### src/rtl/seg7_frame_driver.sv
// Cathode driver for a 4-digit multiplexed 7-segment display, slaved to an anode scan generator.
// A double-buffered word is swapped in only at frame boundaries. Also does leading-zero blanking and per-digit blink.
`timescale 1ns/1ps
module seg7_frame_driver #(
  parameter int BLINK_W = 3,
  parameter bit LZB_EN  = 1'b1
) (
  input  logic        clk,
  input  logic        rst_n,
  input  logic        ce,
  input  logic [1:0]  q,
  input  logic [15:0] din,
  input  logic [3:0]  dp_in,
  input  logic [3:0]  blink_in,
  input  logic        load_valid,
  output logic        load_ready,
  output logic [6:0]  seg,
  output logic        dp,
  output logic        frame_tick
);

  function automatic logic [6:0] hex7(input logic [3:0] nib);
    logic [6:0] s;
    unique case (nib)
      4'h0: s = 7'b1000000;
      4'h1: s = 7'b1111001;
      4'h2: s = 7'b0100100;
      4'h3: s = 7'b0110000;
      4'h4: s = 7'b0011001;
      4'h5: s = 7'b0010010;
      4'h6: s = 7'b0000010;
      4'h7: s = 7'b1111000;
      4'h8: s = 7'b0000000;
      4'h9: s = 7'b0010000;
      4'hA: s = 7'b0001000;
      4'hB: s = 7'b0000011;
      4'hC: s = 7'b1000110;
      4'hD: s = 7'b0100001;
      4'hE: s = 7'b0000110;
      default: s = 7'b0001110;
    endcase
    return s;
  endfunction

  logic [15:0]        act_data_q, act_data_d;
  logic [3:0]         act_dp_q, act_dp_d;
  logic [3:0]         act_bl_q, act_bl_d;
  logic [15:0]        pnd_data_q, pnd_data_d;
  logic [3:0]         pnd_dp_q, pnd_dp_d;
  logic [3:0]         pnd_bl_q, pnd_bl_d;
  logic               pnd_full_q, pnd_full_d;
  logic [BLINK_W-1:0] fcnt_q, fcnt_d;
  logic               frame_tick_q;

  logic fb;
  logic load_fire;
  logic bph;

  // Last scan step of the frame: the scan generator is about to wrap q back to 0.
  assign fb        = ce && (q == 2'd3);
  assign load_fire = load_valid && !pnd_full_q;
  assign bph       = fcnt_q[BLINK_W-1];

  always_comb begin
    act_data_d = act_data_q;
    act_dp_d   = act_dp_q;
    act_bl_d   = act_bl_q;
    pnd_data_d = pnd_data_q;
    pnd_dp_d   = pnd_dp_q;
    pnd_bl_d   = pnd_bl_q;
    pnd_full_d = pnd_full_q;
    fcnt_d     = fcnt_q;
    if (load_fire) begin
      pnd_data_d = din;
      pnd_dp_d   = dp_in;
      pnd_bl_d   = blink_in;
      pnd_full_d = 1'b1;
    end
    // load_fire needs an empty buffer, so it never collides with a swap.
    if (fb) begin
      fcnt_d = fcnt_q + BLINK_W'(1);
      if (pnd_full_q) begin
        act_data_d = pnd_data_q;
        act_dp_d   = pnd_dp_q;
        act_bl_d   = pnd_bl_q;
        pnd_full_d = 1'b0;
      end
    end
  end

  always_ff @(posedge clk or negedge rst_n) begin
    if (!rst_n) begin
      act_data_q   <= '0;
      act_dp_q     <= '0;
      act_bl_q     <= '0;
      pnd_data_q   <= '0;
      pnd_dp_q     <= '0;
      pnd_bl_q     <= '0;
      pnd_full_q   <= 1'b0;
      fcnt_q       <= '0;
      frame_tick_q <= 1'b0;
    end else begin
      act_data_q   <= act_data_d;
      act_dp_q     <= act_dp_d;
      act_bl_q     <= act_bl_d;
      pnd_data_q   <= pnd_data_d;
      pnd_dp_q     <= pnd_dp_d;
      pnd_bl_q     <= pnd_bl_d;
      pnd_full_q   <= pnd_full_d;
      fcnt_q       <= fcnt_d;
      frame_tick_q <= fb;
    end
  end

  assign load_ready = !pnd_full_q;
  assign frame_tick = frame_tick_q;

  // upper_zero[i]: nibble i and every nibble above it are zero.
  logic [3:0] nib_zero;
  logic [3:0] upper_zero;
  for (genvar gi = 0; gi < 4; gi++) begin : g_lzb
    assign nib_zero[gi] = (act_data_q[4*gi +: 4] == 4'h0);
    if (gi == 3) begin : g_top
      assign upper_zero[gi] = nib_zero[gi];
    end else begin : g_low
      assign upper_zero[gi] = nib_zero[gi] && upper_zero[gi+1];
    end
  end

  // Purely combinational from q so the cathodes track the anode with no lag.
  always_comb begin
    seg = hex7(act_data_q[{q, 2'b00} +: 4]);
    dp  = !act_dp_q[q];
    if (LZB_EN && (q != 2'd0) && upper_zero[q]) begin
      seg = 7'h7F;
    end
    if (act_bl_q[q] && bph) begin
      seg = 7'h7F;
      dp  = 1'b1;
    end
  end

endmodule

### config.mk
export PLATFORM = sky130hd
export DESIGN_NAME = seg7_frame_driver
export DESIGN_NICKNAME = d
export VERILOG_FILES = /design/src/rtl/seg7_frame_driver.sv
export SDC_FILE = /design/constraint.sdc
export NUM_CORES = 1
export LEC_CHECK = 0
export ABC_AREA = 1
export BUFFER_PORTS_ARGS = -buffer_cell sky130_fd_sc_hd__buf_2
export CAP_MARGIN = 20
export CORE_UTILIZATION = 55
export DETAILED_ROUTE_END_ITERATION = 10
export PLACE_DENSITY_LB_ADDON = 0.25
export SLEW_MARGIN = 15
export SYNTH_ARGS = -nofsm -noshare
export SYNTH_HDL_FRONTEND = slang
export SYNTH_SLANG_ARGS = --single-unit
export TNS_END_PERCENT = 10
### constraint.sdc
create_clock -name clk -period 2.65 [get_ports clk]
set_clock_uncertainty 0.2 [all_clocks]
set_input_delay 0.53 -clock clk [delete_from_list [all_inputs] [get_ports clk]]
set_output_delay 0.53 -clock clk [all_outputs]
set_load 0.005 [all_outputs]
==> flow_metrics.tcl, run 1 <==
set metrics [dict create \
    status "finished, violations left" \
    failed_checks "DRC" \
    p_clk_share_pct 15.0 \
    p_leak_nw 1.556 \
    p_sw_share_pct 36.08 \
    crit_buf_inv 4 \
    start_util_pct 58.05 \
    grt_setup_unrepaired "false" \
    wirelength_um 4996 \
    ir_drop_uv 623.1 \
    drtIter0Drc 83 \
    cts_max_level 2 \
    grt_pass1_vias 1945 \
    drc 4 \
    cp-start-kind "primary input" \
    first_pass_iters 7 \
    r2r_cells 5 \
    cts_root_buf "clkbuf_8" \
    r2r_end "act_data_q[15]" \
    crit_type "primary input to output port" \
    power_switching_mw 1.086 \
    yosysWarningCount 0 \
    cts_buffer_depth 2 \
    slew_headroom_pct 59.59 \
    synth_cell_types 21 \
    fin_area_um2 2948 \
    n_antenna_cell 0 \
    r2r_slack_ps 970 \
    grtUsageTotal_pct 22.34 \
    synth_fp_nets 325 \
    final_util_pct 66.33 \
    cp.required_ps 1920 \
    cts.sinks 53 \
    finalMaxSlewViolations 0 \
    crit_path_end_kind "output port" \
    dieArea_um2 4969 \
    final.period_utilization_pct 93.92 \
    maxCapViolCount 0 \
    synth_area_um2 2580 \
    cts_buffers 5 \
    coreArea_um2 4444 \
    max_freq_ghz 0.4018 \
    hold_path_class "primary input to asynchronous set/reset pin" \
    ant_nets 0 \
    via_count 2015 \
    final_common_cell "nand2_1" \
    grt_antenna_before_repair 0 \
    pwr-share-seq_pct 47.9 \
    pin_count 40 \
    layout_common_cells "nand2_1 (123), dfrtp_1 (53), buf_2 (38)" \
    dp_cells 376 \
    rows 24 \
    wl_per_cell_um 12.98 \
    worst_hold_slack_ps 16.04 \
    r2r_start "pnd_full_q" \
    dpl_cell_area_um2 2834 \
    grt-ovfl-total 0 \
    powerDensity_nw_per_um2 1021 \
    hold_viol 0 \
    layout.cells.non_filler 385 \
    synth_seq_cells 53 \
    grt_max_degree 28 \
    fin_crit_ps 2489 \
    tns_ps 0 \
    drive_gt1_share_pct 28.83 \
    syn_to_final_growth_pct 14.26 \
    clkLatencyLatePin_ps 310 \
    worst-path-max-fanout 8 \
    crit_arrival_ps 1760 \
    die_y_um 70.49 \
    path_cells "clkbuf_4 -> inv_4 -> nand2_1 -> nand3_1 -> nand2_2 -> buf_4 -> ha_1 -> nand3_1 -> nand3_1 -> nand2_1 -> nand2_1 -> buf_2" \
    grt_pass1_wl_um 8493 \
    tightestPinTransition_ps 606.1 \
    syn-mean-instance-area_um2 8.958 \
    combPwrFrac_pct 37.1 \
    synthCells 288 \
    path_delay_family "buffers and inverters" \
    layout.nets 369 \
    clk_pin_slew_ps 100 \
    vias_per_cell 5.234 \
    place_congestion 0.8907 \
    die_x_um 70.49 \
    internal-power_mw 1.924 \
    critical_path.max_stage_delay_ps 180 \
    hold_buffers 0 \
    cts_tree "built" \
    setup_viol 0 \
    seq_area_frac_synth_pct 51.41 \
    hpwl_um 3693 \
    portBuffers 39 \
    slowest_stage "ha_1" \
]
## power groups by stage
stage	Combinational (mW)	Clock (mW)	Sequential (mW)
after global routing	1.27	0.486	1.49
after floorplan	0.819	0	1.39
final	1.12	0.453	1.44
after CTS	1.11	0.467	1.44
after detailed placement	1.10	0	1.46
after global placement	1.05	0	1.45
## final cells by class
type                       count  area [um^2]
tap                           52        65.06
sequential                    53         1326
multi-input combinational    210         1141
inverter                      15        58.81
clock inverter                 2        13.76
fill                         399         1496
clock buffer                   6        72.57
timing repair buffer          47        270.3
## per-stage QoR
step	power, mW	worst slack (ps)
3_3_place_gp	2.493	137.9
6_report	3.010	161.1
4_1_cts	3.016	32.88
5_1_grt	3.254	15.55
2_1_floorplan	2.205	298.1
3_5_place_dp	2.559	33.30
## logic make-up (layout without fill, tap and decap cells)
family	after synthesis	in the layout	share of synthesized area, %
adder cells (fa/ha/maj)	7	7	3.395
XOR/XNOR	2	2	0.6791
flip-flops	53	53	51.41
multiplexers	24	24	10.48
buffers and inverters	25	70	4.946
AND/OR/NAND/NOR	168	168	27.30
AO/OA/AOI/OAI	9	9	1.794
## worst reg2reg max path: stages, from the launching register on
cell,delay (ps)
dfrtp_1,350
inv_2,50
nor2_2,360
inv_1,390
nand2_1,170
nand2_1,60
## registers in the layout (all words and copies together), names as in the netlist
signal and flops:
act_data_q 16, pnd_data_q 16, act_bl_q 4, act_dp_q 4
pnd_bl_q 4, pnd_dp_q 4, fcnt_q 3, frame_tick 1
pnd_full_q 1
## worst max-delay path by stage
stage	slack (ps)	cells past startpoint	end	start
finish	160	12	seg[0]	q[0]
global route	20	12	seg[6]	q[0]
CTS	30	12	seg[6]	q[0]
detailed placement	30	12	seg[6]	q[0]
global placement	140	12	seg[6]	q[0]
floorplan	300	10	seg[3]	q[1]
## cells in the mapped netlist
cell	instances	area (um^2)
inv_2	6	22.52
buf_4	2	15.01
buf_6	3	33.78
xnor2_1	2	17.52
buf_2	3	15.01
nor2_2	2	12.51
nand3_1	22	110.1
nor2_1	11	41.29
ha_1	7	87.58
nand3_2	4	40.04
nand2_1	125	469.2
o21ai_0	7	35.03
inv_1	9	33.78
a21oi_1	1	5.000
nand2_2	2	12.51
o22ai_1	1	6.260
nand2_4	1	11.26
mux2_2	24	270.3
dfrtp_1	53	1326
nand3b_1	1	7.510
clkbuf_1	2	7.510
## timing repair
action	CTS	global route
setup buffers	0	1
setup endpoints to repair	0	6
gates resized for setup	0	6
## routing by layer
| layer | GRT usage (%) | wire length [um] | vias to the layer above |
|---|---|---|---|
| li1 | - | - | 1006 |
| met1 | 27.84 | 2242 | 948 |
| met2 | 37.65 | 2471 | 50 |
| met3 | 3.896 | 195 | 11 |
| met4 | 10.88 | 87 | 0 |
| met5 | 0 | 0 | - |
Power figures use the tool's default switching activity.
==> inputs of run 2 (changes only) <==
RECOVER_POWER = 100   (was unset)
==> flow_metrics.tcl, run 2 (synthesis gave the netlist of run 1 again) <==
set metrics [dict create \
    status "finished, violations left" \
    failed_checks "DRC" \
    critical_path.max_stage_delay_ps 250 \
    cts_max_level 2 \
    worst_hold_slack_ps 247.8 \
    ir_drop_uv 622.2 \
    pwr-share-seq_pct 47.9 \
    powerDensity_nw_per_um2 1030 \
    cts_tree "built" \
    first_pass_iters 7 \
    vias_per_cell 5.203 \
    cts_buffer_depth 2 \
    slew_headroom_pct 8.324 \
    worst-path-max-fanout 6 \
    fin_crit_ps 2548 \
    crit_cells 10 \
    fillers 406 \
    cp.required_ps 1920 \
    cts_root_buf "clkbuf_8" \
    grt-ovfl-total 0 \
    met2_usage_pct 37.65 \
    grt_max_degree 28 \
    hold_path_class "primary input to flip-flop" \
    pin_count 40 \
    drtIter0Drc 88 \
    via_count 2003 \
    r2r_cells 4 \
    tns_ps 0 \
    grt_util_met3_pct 3.896 \
    layout_common_cells "nand2_1 (123), dfrtp_1 (53), buf_2 (37)" \
    dieArea_um2 4969 \
    crit_path_end_kind "output port" \
    p_clk_share_pct 15.1 \
    drc 4 \
    clk_pin_slew_ps 100 \
    layout.nets 369 \
    clkLatencyLatePin_ps 310 \
    path_delay_family "simple AND/OR/NAND/NOR gates" \
    internal-power_mw 1.918 \
    wl_per_cell_um 12.96 \
    hpwl_um 3693 \
    coreArea_um2 4444 \
    path_cells "buf_2 -> clkbuf_1 -> nand2_1 -> nand2_1 -> ha_1 -> nand3_1 -> nor2_1 -> nor2_2 -> nand2_1 -> buf_2" \
    grt-busiest-layer "met2" \
    start_util_pct 58.05 \
    final_util_pct 65.63 \
    cts_buffers 5 \
    reg_top3 "act_data_q (16), pnd_data_q (16)" \
    n_antenna_cell 0 \
    dp_cells 376 \
    crit_arrival_ps 1820 \
    p_leak_nw 1.541 \
    crit_buf_inv 3 \
    p_sw_share_pct 36.17 \
    grtUsageTotal_pct 22.34 \
    tightestPinTransition_ps 1375 \
    hold-path-cell-count 2 \
    layout.cells.non_filler 385 \
    grtUsageMet1_pct 27.84 \
    grt_pass1_vias 1945 \
    die_x_um 70.49 \
    final_common_cell "nand2_1" \
    grt_antenna_before_repair 0 \
    cts.sinks 53 \
    cp-start-kind "primary input" \
    die_y_um 70.49 \
    crit_type "primary input to output port" \
    place_congestion 0.8907 \
    hold_viol 0 \
    cp_common_cell "nand2_1" \
    max_freq_ghz 0.3925 \
    portBuffers 39 \
    ant_nets 0 \
    setup_viol 0 \
    finalMaxSlewViolations 0 \
    syn_to_final_growth_pct 13.05 \
    combPwrFrac_pct 37.0 \
    drive_gt1_share_pct 27.33 \
    rows 24 \
    final.period_utilization_pct 96.13 \
    maxCapViolCount 0 \
    grt_pass1_wl_um 8493 \
    power_switching_mw 1.087 \
    slowest_stage "clkbuf_1" \
    wirelength_um 4990 \
]
## run 2: routing by layer
layer  part of all wire, %  wire, um
met5                     0         0
met2                    51      2532
met1                    45      2261
met4                  0.88        44
met3                   3.0       152
## run 2: path summary, 6_finish.rpt
| check | slack [ps] | from | to |
|---|---|---|---|
| max | 100 | q[1] | seg[0] |
| min | 250 | blink_in[0] | pnd_bl_q[0] |
| max reg2reg | 460 | pnd_full_q | pnd_data_q[13] |
| min reg2reg | 270 | pnd_data_q[11] | act_data_q[11] |
| max in group asynchronous | 600 | rst_n | act_data_q[10] |
| min in group asynchronous | 310 | rst_n | act_bl_q[1] |
## run 2: area by class of cell
class | instances | area (um^2) | area share [%]
inverter | 15 | 58.81 | 2.016
timing repair buffer | 47 | 244.0 | 8.366
clock inverter | 2 | 13.76 | 0.4719
tap | 52 | 65.06 | 2.231
clock buffer | 6 | 72.57 | 2.488
sequential | 53 | 1326 | 45.47
multi-input combinational | 210 | 1136 | 38.95
## run 2: power by group through the flow
| stage | combinational (mW) | clock [mW] | sequential, mW |
|---|---|---|---|
| floorplan | 0.819 | 0 | 1.39 |
| global placement | 1.05 | 0 | 1.45 |
| detailed placement | 1.10 | 0 | 1.46 |
| CTS | 1.11 | 0.467 | 1.44 |
| global route | 1.27 | 0.486 | 1.49 |
| finish | 1.11 | 0.455 | 1.44 |
## run 2: through the flow
step	instance area, um^2	power, mW	worst slack [ps]
4_1_cts	2920	3.016	32.88
6_report	2917	3.005	102.4
3_5_place_dp	2834	2.559	33.30
2_1_floorplan	2580	2.205	298.1
3_3_place_gp	2834	2.493	137.9
5_1_grt	2917	3.247	-0.6735
## run 2: repair_timing
item | in CTS | in global routing
setup buffers | 0 | 1
setup endpoints to repair | 0 | 6
hold buffers | 0 | 0
gates resized for setup | 0 | 6
